[config.mk]
export PLATFORM = sky130hd
export DESIGN_NAME = matrix_8x8_rx_flat
export DESIGN_NICKNAME = d
export VERILOG_FILES = /design/src/rtl/matrix_8x8_rx_if.sv /design/src/rtl/matrix_8x8_rx.sv /design/src/flat_wrapper.sv
export SDC_FILE = /design/constraint.sdc
export NUM_CORES = 1
export LEC_CHECK = 0
export ABC_AREA = 1
export CAP_MARGIN = 20
export CORE_MARGIN = 3
export CORE_UTILIZATION = 44
export DETAILED_ROUTE_END_ITERATION = 12
export GPL_TIMING_DRIVEN = 0
export SETUP_SLACK_MARGIN = 0.4
export SYNTH_ARGS = -nofsm -noshare
export SYNTH_HDL_FRONTEND = slang
export SYNTH_SLANG_ARGS = --single-unit
[constraint.sdc]
create_clock -name clk -period 3.1 [get_ports clk]
set_clock_uncertainty 0.15 [all_clocks]
set_input_delay 0.465 -clock clk [delete_from_list [all_inputs] [get_ports clk]]
set_output_delay 0.465 -clock clk [all_outputs]
set_load 0.05 [all_outputs]
[src/rtl/matrix_8x8_rx_if.sv]
// Serial link and display bus of the 8x8 matrix receiver.
// The transmitter side drives sclk/din/cs_n; the receiver drives the matrix and commit strobes.
interface matrix_8x8_rx_if;
    logic       sclk;
    logic       din;
    logic       cs_n;
    logic [7:0] row_n;
    logic [7:0] col;
    logic [4:0] bcount;
    logic       wr_stb;
    logic [3:0] wr_addr;
    logic [7:0] wr_data;
    logic       frame_err;

    modport master (
        output sclk, din, cs_n,
        input  row_n, col, bcount, wr_stb, wr_addr, wr_data, frame_err
    );

    modport slave (
        input  sclk, din, cs_n,
        output row_n, col, bcount, wr_stb, wr_addr, wr_data, frame_err
    );
endinterface

[src/rtl/matrix_8x8_rx.sv]
// MAX7219-style receiver: decodes 16-bit serial frames into a row/control register
// file and multiplexes the rows onto an 8x8 LED matrix with PWM brightness.
module matrix_8x8_rx #(
    parameter int SYNC_STAGES = 2,
    parameter int PWM_DIV     = 4
) (
    input logic            clk,
    input logic            rst,
    matrix_8x8_rx_if.slave bus
);
    localparam int              SUB_W    = (PWM_DIV > 1) ? $clog2(PWM_DIV) : 1;
    localparam logic [SUB_W-1:0] SUB_LAST = SUB_W'(PWM_DIV - 1);

    logic [SYNC_STAGES-1:0] sclk_sync_q, din_sync_q, cs_sync_q;
    logic                   sclk_prev_q, cs_prev_q;
    logic                   sclk_s, din_s, cs_s, sclk_rise_s, cs_rise_s, cs_fall_s;

    logic [15:0]     sr_q, sr_d;
    logic [4:0]      bcount_q, bcount_d;
    logic            active_q, active_d;
    logic [7:0][7:0] rows_q, rows_d;
    logic [3:0]      intensity_q, intensity_d;
    logic [2:0]      scan_limit_q, scan_limit_d;
    logic            shutdown_q, shutdown_d;
    logic            test_q, test_d;
    logic            commit_s, err_s;
    logic            wr_stb_q, frame_err_q;
    logic [3:0]      wr_addr_q;
    logic [7:0]      wr_data_q;

    logic [SUB_W-1:0] sub_q, sub_d;
    logic [3:0]       pwm_q, pwm_d;
    logic [2:0]       row_q, row_d, lim_s;
    logic [7:0]       row_onehot_s;
    logic [7:0]       row_n_q, row_n_d, col_q, col_d;

    // Synchroniser chain and edge-history flops; deliberately not reset so a cs_n
    // held low across reset is never mistaken for a fresh frame start.
    always_ff @(posedge clk) begin
        sclk_sync_q <= {sclk_sync_q[SYNC_STAGES-2:0], bus.sclk};
        din_sync_q  <= {din_sync_q[SYNC_STAGES-2:0], bus.din};
        cs_sync_q   <= {cs_sync_q[SYNC_STAGES-2:0], bus.cs_n};
        sclk_prev_q <= sclk_sync_q[SYNC_STAGES-1];
        cs_prev_q   <= cs_sync_q[SYNC_STAGES-1];
    end

    assign sclk_s      = sclk_sync_q[SYNC_STAGES-1];
    assign din_s       = din_sync_q[SYNC_STAGES-1];
    assign cs_s        = cs_sync_q[SYNC_STAGES-1];
    assign sclk_rise_s = sclk_s & ~sclk_prev_q;
    assign cs_rise_s   = cs_s & ~cs_prev_q;
    assign cs_fall_s   = ~cs_s & cs_prev_q;

    // Frame reception and commit decode; a shift coincident with cs_n rising lands first.
    always_comb begin
        sr_d         = sr_q;
        bcount_d     = bcount_q;
        active_d     = active_q;
        rows_d       = rows_q;
        intensity_d  = intensity_q;
        scan_limit_d = scan_limit_q;
        shutdown_d   = shutdown_q;
        test_d       = test_q;
        commit_s     = 1'b0;
        err_s        = 1'b0;
        if (cs_fall_s) begin
            bcount_d = 5'd0;
            active_d = 1'b1;
        end else begin
            if (sclk_rise_s && active_q) begin
                sr_d     = {sr_q[14:0], din_s};
                bcount_d = (bcount_q == 5'd16) ? 5'd16 : bcount_q + 5'd1;
            end else begin
                sr_d = sr_q;
            end
            if (cs_rise_s && active_q) begin
                active_d = 1'b0;
                commit_s = (bcount_d == 5'd16);
                err_s    = (bcount_d != 5'd16);
            end else begin
                active_d = active_q;
            end
        end
        if (commit_s) begin
            case (sr_d[11:8])
                4'h1, 4'h2, 4'h3, 4'h4,
                4'h5, 4'h6, 4'h7, 4'h8: rows_d[3'(sr_d[11:8] - 4'd1)] = sr_d[7:0];
                4'hA:    intensity_d  = sr_d[3:0];
                4'hB:    scan_limit_d = sr_d[2:0];
                4'hC:    shutdown_d   = ~sr_d[0];
                4'hF:    test_d       = sr_d[0];
                default: rows_d       = rows_q;
            endcase
        end else begin
            rows_d = rows_q;
        end
    end

    // Scan counters: sub-slot -> PWM step -> row; test mode sweeps all eight rows.
    always_comb begin
        lim_s = test_q ? 3'd7 : scan_limit_q;
        sub_d = sub_q;
        pwm_d = pwm_q;
        row_d = row_q;
        if (sub_q == SUB_LAST) begin
            sub_d = '0;
            pwm_d = pwm_q + 4'd1;
        end else begin
            sub_d = sub_q + SUB_W'(1);
        end
        if (row_q > lim_s) begin
            row_d = 3'd0;
        end else if ((sub_q == SUB_LAST) && (pwm_q == 4'd15)) begin
            row_d = (row_q == lim_s) ? 3'd0 : row_q + 3'd1;
        end else begin
            row_d = row_q;
        end
    end

    // Matrix drive derived from the current counters, registered one clock later.
    always_comb begin
        row_onehot_s = 8'd1 << row_q;
        row_n_d      = 8'hFF;
        col_d        = 8'h00;
        if (test_q) begin
            row_n_d = ~row_onehot_s;
            col_d   = 8'hFF;
        end else if (shutdown_q) begin
            row_n_d = 8'hFF;
            col_d   = 8'h00;
        end else begin
            row_n_d = ~row_onehot_s;
            col_d   = (pwm_q <= intensity_q) ? rows_q[row_q] : 8'h00;
        end
    end

    // State and output registers.
    always_ff @(posedge clk) begin
        if (rst) begin
            sr_q         <= 16'h0000;
            bcount_q     <= 5'd0;
            active_q     <= 1'b0;
            rows_q       <= '0;
            intensity_q  <= 4'd0;
            scan_limit_q <= 3'd0;
            shutdown_q   <= 1'b1;
            test_q       <= 1'b0;
            wr_stb_q     <= 1'b0;
            wr_addr_q    <= 4'd0;
            wr_data_q    <= 8'h00;
            frame_err_q  <= 1'b0;
            sub_q        <= '0;
            pwm_q        <= 4'd0;
            row_q        <= 3'd0;
            row_n_q      <= 8'hFF;
            col_q        <= 8'h00;
        end else begin
            sr_q         <= sr_d;
            bcount_q     <= bcount_d;
            active_q     <= active_d;
            rows_q       <= rows_d;
            intensity_q  <= intensity_d;
            scan_limit_q <= scan_limit_d;
            shutdown_q   <= shutdown_d;
            test_q       <= test_d;
            wr_stb_q     <= commit_s;
            frame_err_q  <= err_s;
            if (commit_s) begin
                wr_addr_q <= sr_d[11:8];
                wr_data_q <= sr_d[7:0];
            end
            sub_q        <= sub_d;
            pwm_q        <= pwm_d;
            row_q        <= row_d;
            row_n_q      <= row_n_d;
            col_q        <= col_d;
        end
    end

    assign bus.row_n     = row_n_q;
    assign bus.col       = col_q;
    assign bus.bcount    = bcount_q;
    assign bus.wr_stb    = wr_stb_q;
    assign bus.wr_addr   = wr_addr_q;
    assign bus.wr_data   = wr_data_q;
    assign bus.frame_err = frame_err_q;
endmodule

[src/flat_wrapper.sv]
// flat-port wrapper written by rule: the top's interface ports become plain ports
module matrix_8x8_rx_flat 
#(
    parameter int SYNC_STAGES = 2,
    parameter int PWM_DIV     = 4
)
  (clk, rst, bus_sclk, bus_din, bus_cs_n, bus_row_n, bus_col, bus_bcount, bus_wr_stb, bus_wr_addr, bus_wr_data, bus_frame_err);
  matrix_8x8_rx_if bus_i ();
  input logic clk;
  input logic rst;
  input wire logic [$bits(bus_i.sclk)-1:0] bus_sclk;
  input wire logic [$bits(bus_i.din)-1:0] bus_din;
  input wire logic [$bits(bus_i.cs_n)-1:0] bus_cs_n;
  output wire logic [$bits(bus_i.row_n)-1:0] bus_row_n;
  output wire logic [$bits(bus_i.col)-1:0] bus_col;
  output wire logic [$bits(bus_i.bcount)-1:0] bus_bcount;
  output wire logic [$bits(bus_i.wr_stb)-1:0] bus_wr_stb;
  output wire logic [$bits(bus_i.wr_addr)-1:0] bus_wr_addr;
  output wire logic [$bits(bus_i.wr_data)-1:0] bus_wr_data;
  output wire logic [$bits(bus_i.frame_err)-1:0] bus_frame_err;
  assign bus_i.sclk = bus_sclk;
  assign bus_i.din = bus_din;
  assign bus_i.cs_n = bus_cs_n;
  assign bus_row_n = bus_i.row_n;
  assign bus_col = bus_i.col;
  assign bus_bcount = bus_i.bcount;
  assign bus_wr_stb = bus_i.wr_stb;
  assign bus_wr_addr = bus_i.wr_addr;
  assign bus_wr_data = bus_i.wr_data;
  assign bus_frame_err = bus_i.frame_err;
  matrix_8x8_rx #(.SYNC_STAGES(SYNC_STAGES), .PWM_DIV(PWM_DIV)) u_core (.clk(clk), .rst(rst), .bus(bus_i));
endmodule
==> metrics, run 1 <==
status=completed; vias in the first global route=5379; die width=126 um; Combinational Power Share=4.7%; busiest grt layer=met2; dominant cells by area after synthesis=dfxtp_1, nand2_1, nand3_1; clk slew on worst S/H paths=60 ps; count of final hold-check violations=0; Top FF cell, synth=dfxtp_1; post-layout minimum cycle time=2530 ps; DRT iter0 DRCs=367; Pre-antenna DRT Iters=5; Final GP Congestion=0.877; CTS Buf Count=17; TritonCTS clock tree=built; GRT Overall Usage=22.1%; share of cells above drive strength 1=11.0%; H-tree depth=4; Slew Viols, Final=0; Nets=982; Top-Level Pins=40; grt ovf=0; largest fanout on the critical path=10; final worst setup slack=570 ps; most common cell in the netlist=nand2_1; Switching Share=20.9%; Fill cells=1388; mapped cell area=6340 sq um; final setup fails=0; met2 usage=35.5%; Max Root-Sink Buffers=2; NetSw=0.880 mW; peak supply drop=0.000373 V; # port buffers=39; number of synthesized flops with an enable pin=0; Multi-input gate area=3280 sq um; Post-Route Setup TNS=0 ps; Synth Register Bits=138; Die Ht=126 um; Area growth, synth to finish=22.7%; Hold WC Path Type=flip-flop to flip-flop; largest net degree at the start of global routing=17; Worst setup EP type=flip-flop; wire per inst=14.8 um; count of cell types in the netlist=37; via/cell ratio=5.04; clock network power share=52.6%; Avg Inst Size Synth=7.15 sq um; top-area cell type share of the netlist area=43.6%; Reg power frac=42.7%; maxcap violations=0; WHS=175 ps; Critical Path RT=3300 ps; WP data arrival=2730 ps; DRT Wirelength=17000 um; worst slew pin tran=1020 ps; Post-DRT Antenna Nets=0; Layout Cells excl Fill=1148; Worst setup SP type=flip-flop; sequential-to-total area share from yosys stat=43.6%; total power=4.21 mW; Syn Nets=913; synthesized instance count=887; Yosys top cell by area=dfxtp_1; met1 Resource Use GR=29.8%; dpl cells=1106; highest clock rate=0.395 GHz; initial antenna violation count=0; Post-synth ARST share=0%; crit share post-route=81.6%; grt met3 use=3.99%; Core ar.=14000 sq um; die area=15900 sq um; Synth top cells by count=nand2_1, nor2_1, nand3_1, dfxtp_1, inv_1; Reg area=2770 sq um; dpl ws=-43.3 ps; Slew HR=30.1%; Root Buffer=clkbuf_16; Pleak=3.14 nW; Inserted Diodes=0; Crit Path Class=flip-flop to flip-flop; worst-skew pair later-pin latency=420 ps; Int Pwr=3.33 mW; total of warnings raised by yosys=0; Starting Density=45.3%; Num Clock Sinks=138; row count=43; # DRC=0; unrepaired setup endpoints after global routing=yes; global-route wire length before repair=27600 um; Pwr Density=541 nW/um^2; DR vias=5782; hpwl dp=11900 um
## power groups by stage
stage / clock network, mW / logic (mW) / registers, mW
6_report: 2.21 / 0.198 / 1.80
5_1_grt: 2.33 / 0.221 / 1.80
4_1_cts: 2.24 / 0.191 / 1.80
3_5_place_dp: 0 / 0.180 / 1.84
3_3_place_gp: 0 / 0.180 / 1.84
2_1_floorplan: 0 / 0.127 / 1.84
## area by class of cell
| class | instances | share of cell area [%] |
|---|---|---|
| sequential | 138 | 35.5 |
| buffer | 43 | 2.99 |
| clock inverter | 8 | 2.12 |
| inverter | 43 | 2.11 |
| timing repair buffer | 50 | 6.08 |
| multi-input combinational | 663 | 42.1 |
| tap | 180 | 2.89 |
| clock buffer | 23 | 6.14 |
## metrics by stage
stage               util (%)  area (sq um)
finish                  55.6          7780
global route            55.6          7780
CTS                     55.1          7710
detailed placement      49.7          6960
global placement        49.7          6960
floorplan                  -          6340
## layout by cell type, fill, tap and decap left out, drive strengths merged
cell	n
bufinv	5
dfxtp	138
inv	40
mux2i	1
clkbuf	45
clkdlybuf4s50	39
nand2	220
nand4	3
o21ai	15
buf	32
nor2	201
a21oi	36
or2	9
clkinv	6
a32oi	1
ha	21
a31oi	2
a32o	2
nor3	6
nand3	145
nor3b	1
## repair_timing
item,CTS,global route
hold buffers,0,0
resized for setup,11,14
pin swaps,7,4
buffers inserted,7,4
endpoints found under the setup margin,64,65
## cells by family after synthesis
group                      synth area share, %
buffers and inverters                     6.10
AOI/OAI and AO/OA                         4.91
DFF                                       43.6
and+or+nand+nor                           41.1
muxes                                    0.158
adders and majority gates                 4.14
## final timing paths
check        slack [ps]                    to                  start  cells past startpoint
max                 570     u_core.rows_q[29]  u_core.sclk_sync_q[1]                     15
min                 170  u_core.din_sync_q[1]   u_core.din_sync_q[0]                      0
max reg2reg         570     u_core.rows_q[29]  u_core.sclk_sync_q[1]                     15
min reg2reg         170  u_core.din_sync_q[1]   u_core.din_sync_q[0]                      0
## sequential cells by signal, indices dropped and copies added (netlist names), 2 cells and up
signal               flops
u_core.sclk_sync_q       2
u_core.rows_q           64
u_core.sub_q             2
u_core.sr_q             12
u_core.cs_sync_q         2
u_core.row_q             3
u_core.din_sync_q        2
u_core.pwm_q             4
u_core.scan_limit_q      3
u_core.bus.col           8
u_core.bus.wr_data       8
u_core.bus.wr_addr       4
u_core.intensity_q       4
u_core.bus.bcount        5
u_core.bus.row_n         8
## worst max-delay path: stages (launching register included)
cell and delay, ps:
dfxtp_2 350, nand2_2 90, nor2_8 130, nand2_4 80, buf_4 150, o21ai_4 190
inv_4 90, ha_1 220, nor3_2 200, nand3_2 120, nand2_4 150, nor2_4 70
buf_4 170, nand3_1 90, nand2_1 70, nor2_1 110
## metal layers
layer / vias to the layer above / routed length [um]
met5: - / 0
met4: 0 / 323
met3: 28 / 795
met2: 170 / 7730
met1: 2593 / 8140
li1: 2991 / -
Power figures use the tool's default switching activity.
==> run 2: changes to the inputs <==
- clock period: 3.1 -> 2.46 ns (I/O delays scaled with it)
==> metrics, run 2 (same netlist as run 1, synthesis figures left out) <==
worst slew pin tran=883 ps; peak supply drop=0.000431 V; Critical Path RT=2670 ps; Pre-antenna DRT Iters=5; unrepaired setup endpoints after global routing=yes; clk slew on worst S/H paths=60 ps; global-route wire length before repair=28800 um; commonest non-fill, non-tap cell in the layout=nand2_1; Most flops, register=u_core.rows_q; WHS Path Cells=0; Post-DRT Antenna Nets=0; Switching Share=22.4%; grt ovf=0; worst-skew pair later-pin latency=420 ps; share of cells above drive strength 1=21.7%; WHS=174 ps; Multi-input gate area=3610 sq um; wire per inst=15.6 um; Final GP Congestion=0.886; crit share post-route=96.3%; most frequent cells in the layout=nand2_1, nor2_1, dfxtp_1; Reg area=2780 sq um; Inserted Diodes=0; cell breakdown of the critical path=nand2_4 -> nor2_8 -> nand2_4 -> buf_8 -> o21ai_4 -> inv_2 -> ha_4 -> nor3_4 -> nand3_4 -> nand2_8 -> nor2_4 -> buf_2 -> nand3_1 -> nand2_1 -> nor2_1; Pwr Density=616 nW/um^2; top flop regs=u_core.rows_q (64), u_core.sr_q (12); Starting Density=45.3%; largest fanout on the critical path=5; maxcap violations=0; Combinational Power Share=6.0%; H-tree depth=4; # port buffers=39; cell mode on critical path=nand2_4; Worst setup EP type=flip-flop; Num Clock Sinks=138; Worst setup SP type=flip-flop; Top-Level Pins=40; slowest stage cell, crit path=dfxtp_4; Area growth, synth to finish=32.2%; hpwl dp=12400 um; CTS Buf Count=17; reg2reg path depth=15; GRT Overall Usage=22.7%; Crit Path Class=flip-flop to flip-flop; post-layout minimum cycle time=2370 ps; DRT iter0 DRCs=540; Die Ht=126 um; Slew Viols, Final=0; Root Buffer=clkbuf_16; Pleak=3.55 nW; # DRC=0; via/cell ratio=5.24; die area=15900 sq um; status=completed; vias in the first global route=5689; final instance area=8380 sq um; highest clock rate=0.422 GHz; Slew HR=40.0%; Nets=1007; count of final hold-check violations=0; die width=126 um; Max Root-Sink Buffers=2; Int Pwr=4.01 mW; Hold WC Path Type=flip-flop to flip-flop; DR vias=6148; Core ar.=14000 sq um; WP data arrival=2580 ps; DRT Wirelength=18400 um; placement-stage cell area=7080 sq um; row count=43; initial antenna violation count=0; NetSw=1.16 mW; max reg flops=64; clock network power share=50.2%; largest net degree at the start of global routing=17; Fill cells=1307; TritonCTS clock tree=built; CTS Hold Buffers Added=0; final setup fails=0; slowest cell delay on critical path=360 ps; Reg power frac=43.9%
run 2: path summary, 6_finish.rpt:
path	from	to	slack (ps)
setup / recovery	u_core.active_q	u_core.rows_q[30]	90
hold / removal	u_core.sclk_sync_q[0]	u_core.sclk_sync_q[1]	170
setup reg to reg	u_core.active_q	u_core.rows_q[30]	90
hold reg to reg	u_core.sclk_sync_q[0]	u_core.sclk_sync_q[1]	170
run 2: through the flow:
| stage | cells | TNS, ps | util, % | power [mW] | setup slack, ps |
|---|---|---|---|---|---|
| floorplan | 887 | 0 | - | 2.48 | 153 |
| global route | 1174 | -464 | 59.9 | 5.33 | -40.1 |
| finish | 1174 | 0 | 59.9 | 5.16 | 91.3 |
| CTS | 1165 | 0 | 57.8 | 5.18 | 131 |
| global placement | 1106 | -4400 | 50.4 | 2.54 | -151 |
| detailed placement | 1108 | -6730 | 50.6 | 2.55 | -193 |
run 2: repair_timing:
action                     CTS  global route
pin swaps                   42            48
gates cloned                 4             3
setup endpoints to repair  122           108
resized for setup           77            84
setup buffers               21             6
run 2: cell type report:
| cell class | instances | area share [%] |
|---|---|---|
| flip-flops and latches | 138 | 33.2 |
| plain buffers | 43 | 3.52 |
| repair buffers | 75 | 8.30 |
| clock buffers | 25 | 6.16 |
| multi-input cells | 663 | 43.1 |
| inverters | 43 | 2.06 |
| well taps | 180 | 2.69 |
| clock inverters | 7 | 1.01 |
run 2: worst max-delay path, delay by kind of cell (launching register included):
kind,cells,cell delay (ps)
and+or+nand+nor,10,1040
buffers and inverters,3,380
DFF,1,360
adders and majority gates,1,180
AOI/OAI and AO/OA,1,190
run 2: power groups by stage:
stage                     Combinational [mW]  Sequential [mW]  Clock, mW
final                                  0.308             2.27       2.59
after global routing                   0.333             2.27       2.73
after CTS                              0.282             2.26       2.63
after detailed placement               0.238             2.31          0
after global placement                 0.231             2.31          0
after floorplan                        0.169             2.32          0
run 2: metal layers:
layer | global-route usage (%) | wire (um) | part of all wire, % | vias to the layer above
met3 | 4.50 | 1200 | 6.6 | 36
met4 | 8.26 | 353 | 1.9 | 0
met1 | 29.4 | 8100 | 44 | 2881
met2 | 37.8 | 8710 | 47 | 188
met5 | 0 | 0 | 0 | -
li1 | - | - | - | 3043
==> run 3: changes to the inputs <==
- HOLD_SLACK_MARGIN: default -> 0.15
==> results of run 3 <==
The final DEF is identical to that of run 2; final timing and power are the same.
